==> config.mk <==
export PLATFORM = sky130hd
export DESIGN_NAME = etapa_if
export DESIGN_NICKNAME = d
export VERILOG_FILES = /design/src/rtl/etapa_if.sv
export SDC_FILE = /design/constraint.sdc
export NUM_CORES = 1
export LEC_CHECK = 0
export CELL_PAD_IN_SITES_DETAIL_PLACEMENT = 1
export CELL_PAD_IN_SITES_GLOBAL_PLACEMENT = 1
export CORE_ASPECT_RATIO = 1.5
export CORE_MARGIN = 1.5
export CORE_UTILIZATION = 28
export DETAILED_ROUTE_END_ITERATION = 6
export HOLD_SLACK_MARGIN = 0.12
export PLACE_DENSITY_LB_ADDON = 0.25
export RECOVER_POWER = 25
export SYNTH_ARGS = -nofsm -noshare
export SYNTH_HDL_FRONTEND = slang
export SYNTH_SLANG_ARGS = --single-unit
==> constraint.sdc <==
create_clock -name clk -period 1.75 [get_ports clk]
set_input_delay 0.35 -clock clk [delete_from_list [all_inputs] [get_ports clk]]
set_output_delay 0.35 -clock clk [all_outputs]
set_load 0.05 [all_outputs]
==> src/rtl/etapa_if.sv <==
// etapa_if: MIPS-style instruction fetch stage holding the PC and the IF/ID pipeline register.
// Ports:
//    clk, reset     - single clock, synchronous active-high reset
//    SEL_DIR        - next-PC select: 00 PC+4, 01 jump, 10 jr, 11 PC+4
//    resetIF        - flush IF/ID to a bubble
//    stall          - hold PC and IF/ID (beats resetIF and SEL_DIR)
//    jr_dir         - register value used as the jr target
//    instr_mem      - instruction memory read data for PC_IM
//    PC_IM          - current PC / instruction memory address
//    instr_ID, PC4_ID, valid_ID - IF/ID register contents
//    opcode, funct  - decoder fields sliced from instr_ID
// Optional: define ETAPA_IF_CONTADOR_EN to add cnt_instr (fetched instructions)
//    and cnt_flush (flushes) counters.
module etapa_if (
   input  logic        clk,
   input  logic        reset,
   input  logic [1:0]  SEL_DIR,
   input  logic        resetIF,
   input  logic        stall,
   input  logic [31:0] jr_dir,
   input  logic [31:0] instr_mem,
   output logic [31:0] PC_IM,
   output logic [31:0] instr_ID,
   output logic [31:0] PC4_ID,
   output logic        valid_ID,
   output logic [5:0]  opcode,
   output logic [5:0]  funct
`ifdef ETAPA_IF_CONTADOR_EN
   ,
   output logic [31:0] cnt_instr,
   output logic [15:0] cnt_flush
`endif
);
   logic [31:0] pc4;
   logic [31:0] pc_next;
   logic        load;
   logic        flush;
   assign pc4    = PC_IM + 32'd4;
   assign opcode = instr_ID[31:26];
   assign funct  = instr_ID[5:0];
   assign load   = !stall && !resetIF;
   assign flush  = !stall && resetIF;
   // Jump target comes from the instruction already in ID, not the one being fetched.
   always_comb
      pc_next = (SEL_DIR == 2'b01) ? {PC4_ID[31:28], instr_ID[25:0], 2'b00} :
                (SEL_DIR == 2'b10) ? {jr_dir[31:2], 2'b00} : pc4;
   always_ff @(posedge clk)
      if (reset)
         PC_IM <= 32'd0;
      else if (!stall)
         PC_IM <= pc_next;
   always_ff @(posedge clk)
      if (reset || flush) begin
         instr_ID <= 32'd0;
         PC4_ID   <= 32'd0;
         valid_ID <= 1'b0;
      end else if (load) begin
         instr_ID <= instr_mem;
         PC4_ID   <= pc4;
         valid_ID <= 1'b1;
      end
`ifdef ETAPA_IF_CONTADOR_EN
   always_ff @(posedge clk)
      if (reset) begin
         cnt_instr <= 32'd0;
         cnt_flush <= 16'd0;
      end else begin
         if (load)
            cnt_instr <= cnt_instr + 32'd1;
         if (flush)
            cnt_flush <= cnt_flush + 16'd1;
      end
`endif
endmodule
==> metrics <==
Synth Area in XOR/XNOR 3.42%; largest family of logic cells by synthesized area compound AO/OA/AOI/OAI gates; DR WL/cell 19.3 µm; vias 5120; DP Worst Slack -0.437 ns; Seq pwr share 40.4%; multiplexer share of the synthesized area 0.435%; Psw 0.00182 W; LEAKAGE 2.90 nW; Synth Register Bits 93; layout cell share with drive strength beyond 1 roughly a third; outcome finished, violations left; Synth Area in Compound Gates approximately a quarter; root buf cell clkbuf_16; routed length on met1 7.06 mm; Fin. Hold Viols 0; Unique masters post-synth 54; top cell type's share of synthesized area 40.4%; maxcap violations 0; WP data arrival 2.09 ns; area of the multi-input gates 2650 µm²; row count 57; final non-filler cell area roughly 7400 µm²; Die Width roughly 110 µm; Tcrit/Tclk final 105%; post-synthesis adder-cell area fraction less than 1%; Area growth, synth to finish 59.8%; final slew viol count 0; simple logic cell fraction of the synthesized area 22.2%; Startpoint Class flip-flop; crit-path cells nand4_1, or4_4, nor4_4, o21ai_2, a221oi_2; CTS Hold Bufs 0; Crit. End Element flip-flop; Skew-Pair Late Insertion Delay 0.35 ns; synth warn 0; fin worst setup slack -0.0851 ns; Initial DRT Pass Iterations 4; PortBufs 172; Remaining DRCs 0; vias in the first global route 5485; RePlAce Congestion just over 0.8; Comb power frac 24.5%; Critical R2R Capture PC_IM[21]; final hold slack 0.334 ns; clk_skew 0.00833 ns; IO Count 179; EDFF count, synth 0; top post-synthesis cells by area dfxtp_1 (40%), a21oi_1 (6.2%), nor3b_1 (5.5%), nor2_1 (5.0%), a221oi_1 (4.8%); Initial DRC Count around 160; Hold Path Depth 2; Seq. cell area 1920 µm²; Hold WC Path Type in -> reg; commonest non-fill, non-tap cell in the layout buf_4; Crit path largest cell delay around 0.66 ns; Worst Reg-to-Reg Cells 5; sequential share of the synthesized area 40.4%; RSZ-0062 raised after global routing yes; minimum clock period 1.84 ns; Starting Density approximately 29%; P_int 0.00387 W; Peak Freq 545 MHz; first-pass GRT wire length slightly below 30 mm; NumNets Final between 800 and 900; die area 17200 µm²; Peak VDD IR around 370 µV; largest net degree at the start of global routing 35; crit-path max FO 7; failing checks negative setup slack; Max-slew headroom 51.1%; Yosys top cell by area dfxtp_1; reg-to-reg startpoint PC_IM[2]; length of routed met3 wiring 711 µm; Filler cells just under 2000; clock-pin slew on the worst setup and hold paths 0.07 ns; Cells after Synth 560; met2 routed WL 10.6 mm; H-tree lvl count 3; kind of critical path reg -> reg; hold endpoint PC_IM[29]; Data required, critical path 2.00 ns; Worst path slowest cell or4_4; Least-Margin Pin Slew 0.734 ns; Synth async-reset ratio 0%; max layer used met4; antenna viol nets, final 0; endpoints failing setup 12; total CTS buffers 9; vias per cell 5.15; commonest non-fill, non-tap cells in the layout buf_4 (160), dfxtp_1 (68), clkdlybuf4s50_1 (64); top_reg_cell synth dfxtp_1; placed inst area 6910 µm²; syn_area_per_cell 8.22 µm²; core box area around 16000 µm²; clock sinks 93; Total Routing Usage GR 22.6%; Routed WL 19.2 mm; launch point of the worst hold path reset; Switching Fraction 32.0%; DIE HEIGHT around 160 µm; Netlist Area Pre-Place approximately 4600 µm²; clk buf depth 2; CTS tree done; Fin Setup TNS -0.353 ns; flop-to-flop setup slack -0.09 ns; Post-DP HPWL 14.9 mm; Remaining Overflow, GRT 0; clock network power share between 30% and 40%; P per Cell Area around 770 nW/µm²; initial antenna violation count 1
## cells by family after synthesis
kind of cell    Yosys count
xor+xnor                 18
compound gates          178
mux                       2
fa+ha+maj                 1
simple gates            189
other cells               1
flops                    93
buf+inv                  78
## Yosys cell counts (2+ instances only)
| library cell | n |
|---|---|
| inv_1 | 15 |
| and4_1 | 6 |
| nand4_1 | 8 |
| nand2b_1 | 3 |
| a22oi_1 | 9 |
| a311oi_1 | 2 |
| o21ai_0 | 34 |
| nor2b_1 | 2 |
| a221o_1 | 2 |
| nor4_4 | 2 |
| o221ai_1 | 3 |
| dfxtp_1 | 93 |
| nor3b_1 | 34 |
| buf_4 | 16 |
| nor4_1 | 3 |
| nand3_1 | 7 |
| a21o_1 | 2 |
| o21a_1 | 2 |
| a221oi_2 | 3 |
| a221oi_1 | 25 |
| a21boi_0 | 2 |
| buf_2 | 6 |
| nor3_1 | 6 |
| a21oi_1 | 57 |
| mux2i_1 | 2 |
| nor4_2 | 2 |
| a211oi_1 | 2 |
| o211ai_1 | 2 |
| a31oi_1 | 9 |
| o211a_1 | 3 |
| xor2_1 | 5 |
| nor2_1 | 61 |
| clkbuf_1 | 36 |
| and3_1 | 2 |
| nand4_2 | 2 |
| o21bai_1 | 3 |
| o221a_2 | 2 |
| xnor2_1 | 13 |
| o22ai_1 | 9 |
| buf_1 | 3 |
| nand2_1 | 45 |
| or2_2 | 2 |
| o21ai_1 | 4 |
## how the worst max path moves through the flow
| stage | depth (start not counted) | to | slack (ns) | startpoint |
|---|---|---|---|---|
| after floorplan | 7 | PC_IM[21] | -0.16 | PC_IM[4] |
| after global placement | 7 | PC_IM[27] | -0.41 | SEL_DIR[0] |
| after detailed placement | 7 | PC_IM[27] | -0.44 | SEL_DIR[0] |
| after CTS | 8 | PC_IM[24] | -0.15 | PC_IM[2] |
| after global routing | 5 | PC_IM[21] | -0.16 | PC_IM[2] |
| final | 5 | PC_IM[21] | -0.09 | PC_IM[2] |
## sequential cells by signal, indices dropped and copies added (netlist names)
signal / flops
PC4_ID: 30
PC_IM: 30
instr_ID: 32
valid_ID: 1
## worst max-delay path, delay by kind of cell (launching register included)
kind | cells | cell delay [ns]
AO/OA/AOI/OAI | 2 | 0.33
flip-flops | 1 | 0.38
AND/OR/NAND/NOR | 3 | 1.02
## metrics by stage
stage	utilization (%)	power, W	instances
finish	45.7	0.00568	994
floorplan	-	0.00311	563
CTS	45.7	0.00574	992
detailed placement	42.9	0.00372	969
global route	45.7	0.00594	994
global placement	42.9	0.00370	969
## power by group through the flow
stage | clock (W) | sequential, W | combinational (W)
3_5_place_dp | 0 | 0.00235 | 0.00138
4_1_cts | 0.00203 | 0.00230 | 0.00140
3_3_place_gp | 0 | 0.00234 | 0.00136
6_report | 0.00199 | 0.00230 | 0.00139
2_1_floorplan | 0 | 0.00266 | 0.000452
5_1_grt | 0.00215 | 0.00231 | 0.00148
## area by class of cell
class | instances | area share (%)
Antenna cell | 1 | 0.0340
Clock buffer | 11 | 3.16
Clock inverter | 5 | 0.782
Inverter | 16 | 0.816
Multi-Input combinational cell | 392 | 35.9
Sequential cell | 93 | 26.1
Tap cell | 206 | 3.50
Timing Repair Buffer | 270 | 29.7
## layer usage
layer  GRT usage [%]  vias up
li1                -     2460
met1            23.4     2474
met2            43.1      142
met3            3.39       44
met4            10.9        0
met5               0        -
## repair_timing
action / CTS / global route
cloned: 1 / 0
setup endpoints to repair: 21 / 39
pin swaps: 12 / 9
resized for setup: 31 / 27
setup buffers: 6 / 2
Note: power is estimated with default switching activity, not from simulation.
